$ cat src/rtl/control_unit_pipelined.sv
// control_unit_pipelined
//
// Registered RV32IM control unit. Decodes one instruction per cycle from the
// IF/ID register and latches the resulting control bundle into the ID/EX
// stage one cycle later. Multi-cycle M-extension ops hold decode with STALL
// for (latency - 1) cycles, during which bubbles are latched.
//
// Precedence at each clock edge, highest first: RESET, FLUSH, busy
// countdown, normal decode.
//
// Optional build macro:
//   ILLEGAL_TRAP_EN - adds output illegal_instr. It pulses for one cycle,
//                     aligned with the bundle, when a valid instruction is
//                     not in RV32IM. Without the macro such instructions
//                     become silent bubbles.
//
// Parameters:
//   MUL_LATENCY  EX cycles taken by MUL/MULH/MULHSU/MULHU (>= 1)
//   DIV_LATENCY  EX cycles taken by DIV/DIVU/REM/REMU (>= 1)
//   CNT_W        busy-counter width, 2^CNT_W > max(latency) - 1
//
// Ports:
//   CLK               rising-edge clock
//   RESET             synchronous active-low reset
//   INSTRUCTION       instruction word from IF/ID
//   INSTR_VALID       INSTRUCTION is valid this cycle
//   FLUSH             squash the instruction currently being decoded
//   STALL             upstream must hold INSTRUCTION/INSTR_VALID
//   VALID_OUT         registered bundle is a real instruction
//   alu_signal        ALU op
//   reg_file_write    register write enable
//   main_mem_write    {store, funct3[1:0]}
//   main_mem_read     {load, funct3}
//   branch_control    branch/jump type
//   immediate_select  immediate format
//   operand_1_select  1 = PC, 0 = rs1
//   operand_2_select  1 = immediate, 0 = rs2
//   reg_write_select  00 ALU, 01 memory, 10 PC+4
//   muldiv_busy       M-op in flight (same as STALL)
//   illegal_instr     (ILLEGAL_TRAP_EN only) unsupported instruction pulse

module control_unit_pipelined #(
  parameter int unsigned MUL_LATENCY = 2,
  parameter int unsigned DIV_LATENCY = 33,
  parameter int unsigned CNT_W       = 6
) (
  input  logic        CLK,
  input  logic        RESET,
  input  logic [31:0] INSTRUCTION,
  input  logic        INSTR_VALID,
  input  logic        FLUSH,
  output logic        STALL,
  output logic        VALID_OUT,
  output logic [4:0]  alu_signal,
  output logic        reg_file_write,
  output logic [2:0]  main_mem_write,
  output logic [3:0]  main_mem_read,
  output logic [3:0]  branch_control,
  output logic [3:0]  immediate_select,
  output logic        operand_1_select,
  output logic        operand_2_select,
  output logic [1:0]  reg_write_select,
  output logic        muldiv_busy
`ifdef ILLEGAL_TRAP_EN
  ,
  output logic        illegal_instr
`endif
);

  // RV32IM major opcodes
  localparam logic [6:0] OpLui    = 7'b0110111;
  localparam logic [6:0] OpAuipc  = 7'b0010111;
  localparam logic [6:0] OpJal    = 7'b1101111;
  localparam logic [6:0] OpJalr   = 7'b1100111;
  localparam logic [6:0] OpBranch = 7'b1100011;
  localparam logic [6:0] OpLoad   = 7'b0000011;
  localparam logic [6:0] OpStore  = 7'b0100011;
  localparam logic [6:0] OpImm    = 7'b0010011;
  localparam logic [6:0] OpReg    = 7'b0110011;

  localparam logic [6:0] F7Base = 7'b0000000;
  localparam logic [6:0] F7Alt  = 7'b0100000;
  localparam logic [6:0] F7Mul  = 7'b0000001;

  // Immediate format codes
  localparam logic [3:0] ImmR     = 4'd0;
  localparam logic [3:0] ImmI     = 4'd1;
  localparam logic [3:0] ImmS     = 4'd2;
  localparam logic [3:0] ImmB     = 4'd3;
  localparam logic [3:0] ImmU     = 4'd4;
  localparam logic [3:0] ImmJ     = 4'd5;
  localparam logic [3:0] ImmShift = 4'd6;

  // Counter load values: the op stalls for (latency - 1) cycles
  localparam logic [CNT_W-1:0] MulCnt   = CNT_W'(MUL_LATENCY - 1);
  localparam logic [CNT_W-1:0] DivCnt   = CNT_W'(DIV_LATENCY - 1);
  localparam logic [CNT_W-1:0] CntOne   = CNT_W'(1);
  localparam bit               MulMulti = (MUL_LATENCY > 1);
  localparam bit               DivMulti = (DIV_LATENCY > 1);

  typedef enum logic [0:0] {StIdle, StBusy} state_e;

  typedef struct packed {
    logic       valid;
    logic [4:0] alu_signal;
    logic       reg_file_write;
    logic [2:0] main_mem_write;
    logic [3:0] main_mem_read;
    logic [3:0] branch_control;
    logic [3:0] immediate_select;
    logic       operand_1_select;
    logic       operand_2_select;
    logic [1:0] reg_write_select;
  } ctrl_t;

  state_e           state_q, state_d;
  logic [CNT_W-1:0] cnt_q, cnt_d;
  ctrl_t            ctrl_q, ctrl_d;
  ctrl_t            dec;
  logic             legal;
  logic             is_m;

  logic [6:0] opcode;
  logic [2:0] funct3;
  logic [6:0] funct7;

  assign opcode = INSTRUCTION[6:0];
  assign funct3 = INSTRUCTION[14:12];
  assign funct7 = INSTRUCTION[31:25];

  // Register/immediate fields are consumed by the datapath, not here
  logic unused_fields;
  assign unused_fields = ^{INSTRUCTION[24:15], INSTRUCTION[11:7]};

  // Combinational decode; illegal encodings decode to an all-zero bubble
  always_comb begin
    dec   = '0;
    legal = 1'b0;
    is_m  = 1'b0;
    case (opcode)
      OpReg: begin
        if (funct7 == F7Base || funct7 == F7Alt || funct7 == F7Mul) begin
          legal              = 1'b1;
          is_m               = (funct7 == F7Mul);
          dec.alu_signal     = {INSTRUCTION[25], INSTRUCTION[30], funct3};
          dec.reg_file_write = 1'b1;
          dec.immediate_select = ImmR;
        end
      end
      OpImm: begin
        legal = 1'b1;
        // Only the right shifts carry a sub-op bit in instr[30]
        dec.alu_signal       = {1'b0, (funct3 == 3'b101) ? INSTRUCTION[30] : 1'b0, funct3};
        dec.immediate_select = (funct3 == 3'b001 || funct3 == 3'b101) ? ImmShift : ImmI;
        dec.operand_2_select = 1'b1;
        dec.reg_file_write   = 1'b1;
      end
      OpLui: begin
        legal                = 1'b1;
        dec.alu_signal       = 5'b11000;
        dec.immediate_select = ImmU;
        dec.operand_2_select = 1'b1;
        dec.reg_file_write   = 1'b1;
      end
      OpAuipc: begin
        legal                = 1'b1;
        dec.immediate_select = ImmU;
        dec.operand_1_select = 1'b1;
        dec.operand_2_select = 1'b1;
        dec.reg_file_write   = 1'b1;
      end
      OpJal: begin
        legal                = 1'b1;
        dec.immediate_select = ImmJ;
        dec.branch_control   = 4'b0001;
        dec.operand_1_select = 1'b1;
        dec.operand_2_select = 1'b1;
        dec.reg_file_write   = 1'b1;
        dec.reg_write_select = 2'b10;
      end
      OpJalr: begin
        legal                = 1'b1;
        dec.immediate_select = ImmI;
        dec.branch_control   = 4'b0010;
        dec.operand_2_select = 1'b1;
        dec.reg_file_write   = 1'b1;
        dec.reg_write_select = 2'b10;
      end
      OpBranch: begin
        legal                = 1'b1;
        dec.immediate_select = ImmB;
        dec.branch_control   = {1'b1, funct3};
        dec.operand_2_select = 1'b1;
      end
      OpLoad: begin
        legal                = 1'b1;
        dec.immediate_select = ImmI;
        dec.main_mem_read    = {1'b1, funct3};
        dec.operand_2_select = 1'b1;
        dec.reg_file_write   = 1'b1;
        dec.reg_write_select = 2'b01;
      end
      OpStore: begin
        legal                = 1'b1;
        dec.immediate_select = ImmS;
        dec.main_mem_write   = {1'b1, funct3[1:0]};
        dec.operand_2_select = 1'b1;
      end
      default: begin
        legal = 1'b0;
      end
    endcase
    dec.valid = legal;
  end

`ifdef ILLEGAL_TRAP_EN
  logic illegal_q, illegal_d;
`endif

  // Next-state: bubble unless an instruction is accepted in IDLE
  always_comb begin
    state_d = state_q;
    cnt_d   = cnt_q;
    ctrl_d  = '0;
`ifdef ILLEGAL_TRAP_EN
    illegal_d = 1'b0;
`endif
    if (FLUSH) begin
      // Squash decode and cancel any in-flight stall
      state_d = StIdle;
      cnt_d   = '0;
    end else if (state_q == StBusy) begin
      cnt_d = cnt_q - CntOne;
      if (cnt_q == CntOne) begin
        state_d = StIdle;
      end
    end else if (INSTR_VALID) begin
      ctrl_d = dec;
`ifdef ILLEGAL_TRAP_EN
      illegal_d = ~legal;
`endif
      if (legal && is_m) begin
        if (funct3[2] ? DivMulti : MulMulti) begin
          state_d = StBusy;
          cnt_d   = funct3[2] ? DivCnt : MulCnt;
        end
      end
    end
  end

  always_ff @(posedge CLK) begin
    if (!RESET) begin
      state_q <= StIdle;
      cnt_q   <= '0;
      ctrl_q  <= '0;
`ifdef ILLEGAL_TRAP_EN
      illegal_q <= 1'b0;
`endif
    end else begin
      state_q <= state_d;
      cnt_q   <= cnt_d;
      ctrl_q  <= ctrl_d;
`ifdef ILLEGAL_TRAP_EN
      illegal_q <= illegal_d;
`endif
    end
  end

`ifdef ILLEGAL_TRAP_EN
  assign illegal_instr = illegal_q;
`endif

  assign STALL            = (state_q == StBusy);
  assign muldiv_busy      = (state_q == StBusy);
  assign VALID_OUT        = ctrl_q.valid;
  assign alu_signal       = ctrl_q.alu_signal;
  assign reg_file_write   = ctrl_q.reg_file_write;
  assign main_mem_write   = ctrl_q.main_mem_write;
  assign main_mem_read    = ctrl_q.main_mem_read;
  assign branch_control   = ctrl_q.branch_control;
  assign immediate_select = ctrl_q.immediate_select;
  assign operand_1_select = ctrl_q.operand_1_select;
  assign operand_2_select = ctrl_q.operand_2_select;
  assign reg_write_select = ctrl_q.reg_write_select;

endmodule

$ cat config.mk
export PLATFORM = sky130hd
export DESIGN_NAME = control_unit_pipelined
export DESIGN_NICKNAME = d
export VERILOG_FILES = /design/src/rtl/control_unit_pipelined.sv
export SDC_FILE = /design/constraint.sdc
export NUM_CORES = 1
export LEC_CHECK = 0
export ABC_AREA = 0
export BUFFER_PORTS_ARGS = -buffer_cell sky130_fd_sc_hd__buf_2
export CAP_MARGIN = 10
export CORE_MARGIN = 3
export CORE_UTILIZATION = 44
export DETAILED_ROUTE_END_ITERATION = 10
export GPL_TIMING_DRIVEN = 0
export PLACE_DENSITY = 0.76
export SLEW_MARGIN = 10
export SYNTH_ARGS = -nofsm -noshare
export SYNTH_HDL_FRONTEND = slang
export SYNTH_SLANG_ARGS = --single-unit
$ cat constraint.sdc
create_clock -name CLK -period 2.4 [get_ports CLK]
set_input_delay 0.12 -clock CLK [delete_from_list [all_inputs] [get_ports CLK]]
set_output_delay 0.12 -clock CLK [all_outputs]
set_load 0.01 [all_outputs]
# Word level (Yosys, flattened, before mapping)
# Cells that the tools add are included.
totals:
  out_inout_bits: 28
  wordCells: 75
  inputBits: 36
  ff_bits: 33
classes:
  n_reduce_logical: 18
  mux: 24
  addsub: 1
  eq_ne: 14
  bitwise: 4
ops:
  columns: ["operator", "n"]
  rows:
  - ["2-to-1 mux 6 bit", 5]
  - ["equality test 7 x 6 -> 1 bit, second input constant", 4]
  - ["equality test 7 bit, second input constant", 3]
  - ["one-hot mux 3 bit (6 select lines)", 1]
  - ["one-hot mux 5 bit (3 select lines)", 1]
  - ["equality test 7 x 5 -> 1 bit, second input constant", 2]
  - ["one-hot mux 4 bit (3 select lines)", 1]
  - ["2-to-1 mux 1 bit", 10]
  - ["OR reduction 2 bit", 5]
  - ["OR reduction 5 bit", 2]
  - ["OR reduction 8 bit", 1]
  - ["equality test 7 x 1 -> 1 bit, second input constant", 1]
  - ["equality test 7 x 2 -> 1 bit, second input constant", 1]
  - ["logical NOT 7 bit", 1]
  - ["equality test 6 x 1 -> 1 bit, second input constant", 1]
  - ["2-to-1 mux 3 bit", 2]
  - ["OR reduction 6 bit", 1]
  - ["subtractor 6 x 1 -> 6 bit, second input constant", 1]
  - ["2-to-1 mux 4 bit", 1]
  - ["NOT 1 bit", 4]
  - ["one-hot mux 1 bit (2 select lines)", 2]
  - ["one-hot mux 2 bit (2 select lines)", 1]
  - ["nonzero test 2 bit", 2]
  - ["OR reduction 4 bit", 1]
  - ["other kinds (5)", 7]

# Logic depth before layout (Yosys ltp)
# Gate-level depths: netlist of run 1.
depth:
  word_depth: 9
  ltp_mapped: 5
  mapped_depth_nobuf: 5

# Least setup slack after synthesis of run 1
# No wires, ideal clock.
synth_timing:
  path_type: "input port to flip-flop"
  startpoint: "input INSTRUCTION[26]"
  endpoint: "register cnt_q[5]"
  arrival_time_ns: 1.644
  setup_time_ns: 0.091
  n_path_buf: 0
  required_time_ns: 2.309
  stages: 4
  setup_slack_ns: 0.665
  path_cell_list: "or4_4 or4_4 or3_1 a311oi_1"
synth_between:
  elab_chain_len: 8
  word_cells_on_any_way: 12
  classes_between: "eq/ne: 2; mux: 4; reduce/logical: 6"
synth_rtl:
  columns: ["element", "line_no", "rtl"]
  rows:
  - ["from (decl)", "49", "input logic [31:0] INSTRUCTION,"]
  - ["equality test 7 x 6 -> 1 bit or logical NOT 7 bit (tied branches)", "142", "if (funct7 == F7Base || funct7 == F7Alt || funct7 == F7Mul) begin"]
  - ["logical OR 1 bit (2 in a row)", "142", null]
  - ["2-to-1 mux 1 bit", "142", null]
  - ["one-hot mux 1 bit (2 select lines) or 2-to-1 mux 1 bit (tied branches)", "140", "case (opcode)"]
  - ["logical AND 1 bit (*)", "242", "if (legal && is_m) begin"]
  - ["nonzero test 2 bit (no source line) (*)", null, null]
  - ["AND reduction 2 bit (no source line) (*)", null, null]
  - ["to (signal assigned)", "261", "cnt_q <= cnt_d;"]
  - ["to (decl)", "117", "logic [CNT_W-1:0] cnt_q, cnt_d;"]
# Mark *: on every way between the ends. The rest lies on a longest branch, timed or not.
# A chain may end at the register's enable or synchronous reset.

# Worst setup path after layout of run 1
layout_timing:
  startpoint: "register state_q (netlist: STALL)"
  endpoint: "register ctrl_q, in the netlist alu_signal[0]"
layout_between:
  elab_chain_len: 1
layout_rtl:
  columns: ["element", "line_no", "rtl"]
  rows:
  - ["from (decl)", "116", "state_e state_q, state_d;"]
  - ["from (signal assigned)", "253", "state_q <= StIdle;"]
  - ["from (signal assigned)", "260", "state_q <= state_d;"]
  - ["OR reduction 4 bit (no source line)", null, null]
  - ["to (signal assigned)", "262", "ctrl_q <= ctrl_d;"]
  - ["to (decl)", "118", "ctrl_t ctrl_q, ctrl_d;"]
# Every way passes these cells.

==> impl_metrics.py, run 1 <==
metrics = {
    "cts": {
        "cts_made_buffers": 5,
        "clkSlewWorstSetupHoldPaths_ps": 100,
        "cts_setup_buffers": 0,
        "post_cts_resized": 0,
        "clk_path_buf_depth": 2,
        "worstSkewPairLatency_ps": 330,
        "tritoncts": "done",
        "cts.sinks": 32,
        "root_buffer": "clkbuf_4",
        "cts_max_level": 2,
        "hold_buffers": 0,
    },
    "worst_setup_path": {
        "critPathLaunch": "STALL",
        "crit_path_max_fanout": 8,
        "worstPathRequired_ps": 2670,
        "r2r_cells": 5,
        "end_kind": "flop",
        "worst_path_max_delay_cell": "dfxtp_1",
        "timing.rr.end": "alu_signal[0]",
        "critPathKind": "reg -> reg",
        "crit_path_cell_trace": "nand4bb_1, clkbuf_1, nor3_1, o21ai_0, nor2_1",
        "crit_end": "alu_signal[0]",
        "start_kind": "flop",
        "slowest_delay_ps": 390,
        "rrSetupSlack_ps": 780,
        "r2r_start": "STALL",
        "crit_arrival_ps": 1880,
    },
    "pwr": {
        "p_leak_nw": 0.724,
        "p_total_uw": 989,
        "irDropWorstVdd_mv": 0.407,
        "p_per_area_nw_per_um2": 603,
    },
    "synthesis": {
        "synth_edf_count": 0,
        "syn_nets": 176,
        "ys_ff_latch": 32,
        "synthCells": 138,
        "synth_cell_type_count": 38,
        "synth_top_cell_area_share_pct": 49.7,
        "synth.most_common_cell": "dfxtp_1",
        "yosys-top-cells-area": "dfxtp_1 (50%), nor4_1 (3.4%), nand2_1 (2.9%)",
        "yosysTopAreaCell": "dfxtp_1",
        "ys_seq_area_share_pct": 49.7,
        "avgSynthCellArea_um2": 9.34,
        "ys_async_sr_fraction_pct": 0,
        "yosys_warnings": 0,
        "yosys-top-cells-count": "dfxtp_1 (32), nand2_1 (10), inv_1 (9)",
        "synth_area_um2": 1290,
        "ys.flop_type": "dfxtp_1",
    },
    "global_routing": {
        "grt_start_max_net_pins": 11,
        "first_global_vias": 1119,
        "grt_pass1_wl_um": 4950,
        "grtUsageTotal_pct": 18.4,
        "grt_overflow": 0,
        "antenna_found_initial": 0,
    },
    "finish": {
        "syn2layout_area_growth_pct": 27.2,
        "drive_above_1_share_pct": 31.6,
        "diodes": 0,
        "nets": 230,
        "final_design_area_no_fill_um2": 1640,
        "multi_input_area_um2": 584,
        "register_area_um2": 641,
        "n_fill_cell": 270,
    },
    "hold_path": {
        "whs_path_depth": 2,
        "hold_class": "in -> reg",
    },
    "timing": {
        "period_needed_ps": 1620,
        "setup_viol": 0,
        "max_slew_margin_pct": 52.6,
        "max_freq_mhz": 619,
        "layout_setup_ws_ps": 784,
        "skew_ps": 1.84,
        "finalMaxSlewViolations": 0,
        "hold_violations": 0,
        "period_share_pct": 67.3,
        "tns_ps": 0,
        "worstMarginPinSlew_ps": 705,
        "rsz0062_at_grt": "false",
    },
    "drt": {
        "wire_per_inst_um": 13.5,
        "drt-initial-drc-count": 20,
        "drtAntennaViolNets": 0,
        "drc": 0,
        "first_pass_iters": 4,
        "drt-total-wl_um": 3020,
        "avgViaCountPerCell": 5.40,
        "vias": 1210,
    },
    "placement": {
        "place_hpwl_um": 2340,
        "place.gp.congestion": 0.787,
        "io_buffers": 47,
        "placed_area_um2": 1560,
        "post-place-ws_ps": 450,
    },
    "die": {
        "fp.dieH_um": 60.1,
        "initial_core_util_pct": 46.3,
        "die_x_um": 60.1,
        "ios": 64,
        "placementRows": 19,
        "die-area_um2": 3610,
        "core_um2": 2780,
    },
    "outcome": {
        "status": "finished clean",
    },
    "flow_run": {
        "drv_cap": 0,
    },
}
area by class of cell:
| class | count | area share (%) |
|---|---|---|
| clock buffer | 6 | 2.52 |
| timing repair buffer | 47 | 14.4 |
| clock inverter | 2 | 2.14 |
| multi-input combinational | 91 | 35.6 |
| buffer | 6 | 1.83 |
| sequential | 32 | 39.1 |
| inverter | 9 | 2.06 |
| tap | 31 | 2.37 |
layer usage:
metal,routed length (µm),track usage [%],up-vias
met2,1430,29.6,40
met3,226,5.62,5
met5,0,0,-
met4,44,8.54,0
met1,1320,22.4,553
li1,-,-,612
where the power goes:
group / leakage (nW) / internal [mW] / total, mW / switching [mW]
clock: 0.0422 / 0.218 / 0.402 / 0.183
sequential: 0.258 / 0.531 / 0.531 / 0.000178
combinational: 0.424 / 0.0224 / 0.0559 / 0.0335
total: 0.724 / 0.772 / 0.989 / 0.217
cells in the final DEF, fill, tap and decap left out, types with 2 or more instances in the layout:
cell and instances:
a21oi_1 6, nor3_1 7, a221oi_1 2, or2_2 2, dfxtp_1 32, nor2b_1 2
a311oi_1 3, nor3b_1 4, buf_4 2, nand2b_1 6, clkbuf_1 5, ha_1 2
nor4_1 7, nor2_1 7, a22o_1 2, nand2_1 10, buf_2 47, a31oi_1 3
or4_4 2, o21ai_0 4, inv_1 9, nand4bb_1 2, clkbuf_4 5, and2_1 4
cells by family (layout without fill, tap and decap cells):
kind of cell	Yosys count	after routing	share of synthesized area, %
DFF	32	32	49.7
AOI/OAI and AO/OA	28	28	15.5
adders and majority gates	2	2	1.94
other	1	1	0.291
xor gates and xnor gates	1	1	0.680
and+or+nand+nor	59	59	26.9
buffers and inverters	15	70	4.95
critical path, delay by kind of cell (launching register included):
family          cells  cell delay, ps
buf+inv             1             210
simple gates        3             720
flops               1             390
compound gates      1             250
registers in the layout, summed over array words and instances, names as in the netlist, 2 cells and up:
register and count:
cnt_q 6, branch_control 4, immediate_select 3, main_mem_read 4
main_mem_write 3, reg_write_select 2, alu_signal 5
how the worst min path moves through the flow:
| stage | from | slack, ps | to |
|---|---|---|---|
| after global placement | INSTRUCTION[4] | 360 | main_mem_read[3] |
| final | INSTRUCTION[4] | 20 | main_mem_read[3] |
| after floorplan | INSTRUCTION[4] | 200 | main_mem_read[3] |
| after global routing | INSTRUCTION[4] | 20 | main_mem_read[3] |
| after detailed placement | INSTRUCTION[4] | 370 | main_mem_read[3] |
| after CTS | INSTRUCTION[4] | 10 | main_mem_read[3] |
stage by stage:
step | utilization (%) | cells | hold slack (ps)
floorplan | - | 138 | 196
global placement | 56.2 | 216 | 363
detailed placement | 56.2 | 216 | 367
CTS | 58.9 | 224 | 10.2
global route | 58.9 | 224 | 17.7
finish | 58.9 | 224 | 18.0
(Power assumes the default switching activity.)
==> inputs of run 2 (changes only) <==
clock period = 1.5 ns   (was 2.4 ns; I/O delays follow)
==> run 2 against run 1 <==
- the flow now finishes with violations (negative setup slack)
- count of clock-buffer cells in the layout grew 1
- register-to-register slack lost 730 ps
- final area grew 9.0%
- hold slack lost 13 ps
- core utilization grew 5.3 points
- largest cell class unchanged
- highest routed layer unchanged
==> impl_metrics.py, run 2 (synthesized netlist as in run 1, its figures left out) <==
metrics = {
    "outcome": {
        "status": "finished with violations",
        "violations": "negative setup slack",
    },
    "timing": {
        "finalHoldWorstSlack_ps": 4.68,
        "max_freq_mhz": 661,
        "period_needed_ps": 1510,
        "hold_violations": 0,
        "skew_ps": 2.11,
        "setup_viol": 2,
        "layout_setup_ws_ps": -13.5,
        "finalMaxSlewViolations": 0,
        "max_slew_margin_pct": 62.6,
        "period_share_pct": 101,
        "worstMarginPinSlew_ps": 557,
        "rsz0062_at_grt": "true",
    },
    "worst_setup_path": {
        "r2r_cells": 4,
        "end_kind": "flop",
        "rrSetupSlack_ps": 50,
        "timing.rr.end": "alu_signal[0]",
        "critPathKind": "in -> reg",
        "crit_arrival_ps": 1760,
        "crit_path_max_fanout": 3,
        "r2r_start": "STALL",
        "worstPathRequired_ps": 1750,
        "start_kind": "primary input",
    },
    "pwr": {
        "p_total_mw": 1.69,
        "p_per_area_nw_per_um2": 945,
        "irDropWorstVdd_mv": 0.742,
        "p_leak_nw": 0.773,
    },
    "finish": {
        "final_cell_mix": "buf_2 (47), dfxtp_1 (31), nand2_1 (10)",
        "largest_reg_flops": 6,
        "final_common_cell": "buf_2",
        "n_fill_cell": 239,
        "max_flop_register": "cnt_q",
        "syn2layout_area_growth_pct": 38.6,
        "diodes": 0,
        "nets": 236,
        "drive_above_1_share_pct": 37.7,
    },
    "drt": {
        "drt-total-wl_um": 3230,
        "drtAntennaViolNets": 0,
        "avgViaCountPerCell": 5.43,
        "wire_per_inst_um": 14.0,
        "drc": 0,
        "drt-initial-drc-count": 27,
        "first_pass_iters": 4,
        "vias": 1249,
    },
    "die": {
        "die_x_um": 60.1,
        "ios": 64,
        "core_um2": 2780,
        "placementRows": 19,
        "fp.dieH_um": 60.1,
        "initial_core_util_pct": 46.3,
        "die-area_um2": 3610,
    },
    "flow_run": {
        "drv_cap": 0,
    },
    "cts": {
        "cts.sinks": 32,
        "cts_made_buffers": 5,
        "clk_path_buf_depth": 2,
        "root_buffer": "clkbuf_4",
        "clkSlewWorstSetupHoldPaths_ps": 90,
        "cts_max_level": 2,
        "tritoncts": "done",
        "worstSkewPairLatency_ps": 330,
    },
    "hold_path": {
        "hold_class": "in -> reg",
        "hold_start": "INSTRUCTION[4]",
        "whs_path_depth": 2,
        "hold_end": "reg_write_select[0]",
    },
    "global_routing": {
        "antenna_found_initial": 0,
        "grt_start_max_net_pins": 11,
        "grt_pass1_wl_um": 5240,
        "grt_overflow": 0,
        "first_global_vias": 1232,
        "grtUsageTotal_pct": 19.3,
    },
    "placement": {
        "io_buffers": 47,
        "place_hpwl_um": 2350,
        "place.gp.congestion": 0.850,
    },
}
## run 2: stage by stage
step	setup slack, ps	utilization (%)	std cells	setup TNS [ps]	area (µm²)
after detailed placement	-358	56.4	216	-4080	1570
after CTS	-39.6	62.6	230	-111	1740
after global placement	-333	56.4	216	-3560	1570
after global routing	-52.4	64.2	230	-232	1790
after floorplan	-188	-	138	-443	1290
final	-13.5	64.2	230	-19.0	1790
## run 2: worst max-delay path, cell delays in order
cell and delay [ps]:
buf_6 90, or4_4 530, or4_4 520, or3_4 350, a311oi_2 200
## run 2: final cells by class
cell class	count	area [µm²]	share of cell area, %
buffer	5	27.5	1.54
clock buffer	7	65.1	3.64
clock inverter	1	30.0	1.68
inverter	9	33.8	1.89
multi-input combinational	91	638	35.7
sequential	32	644	36.1
tap	31	38.8	2.17
timing repair buffer	54	309	17.3
## run 2: layer usage
metal	track usage (%)	vias up	wire length, µm
li1	-	619	-
met4	9.18	0	65
met2	32.4	48	1550
met1	20.9	574	1370
met3	7.99	8	235
met5	0	-	0
## run 2: worst max path at each step
stage | from | end | slack (ps) | cells after the start
after floorplan | INSTRUCTION[26] | cnt_q[5] | -190 | 4
after global placement | INSTRUCTION[26] | cnt_q[0] | -330 | 5
after detailed placement | INSTRUCTION[26] | cnt_q[5] | -360 | 5
after CTS | STALL | main_mem_read[0] | -40 | 4
after global routing | STALL | alu_signal[0] | -50 | 4
final | INSTRUCTION[26] | cnt_q[5] | -10 | 5
## run 2: power by group
part | switching, mW | leakage [nW] | internal, mW
logic | 0.0607 | 0.463 | 0.0496
clock network | 0.287 | 0.0515 | 0.442
registers | 0.000294 | 0.258 | 0.848
total | 0.348 | 0.773 | 1.34
## run 2: timing repair
item | CTS | global route
buffers inserted | 0 | 1
gates resized for setup | 5 | 10
hold buffers | 6 | 0
hold endpoints to repair | 6 | 0
setup endpoints to repair | 20 | 25
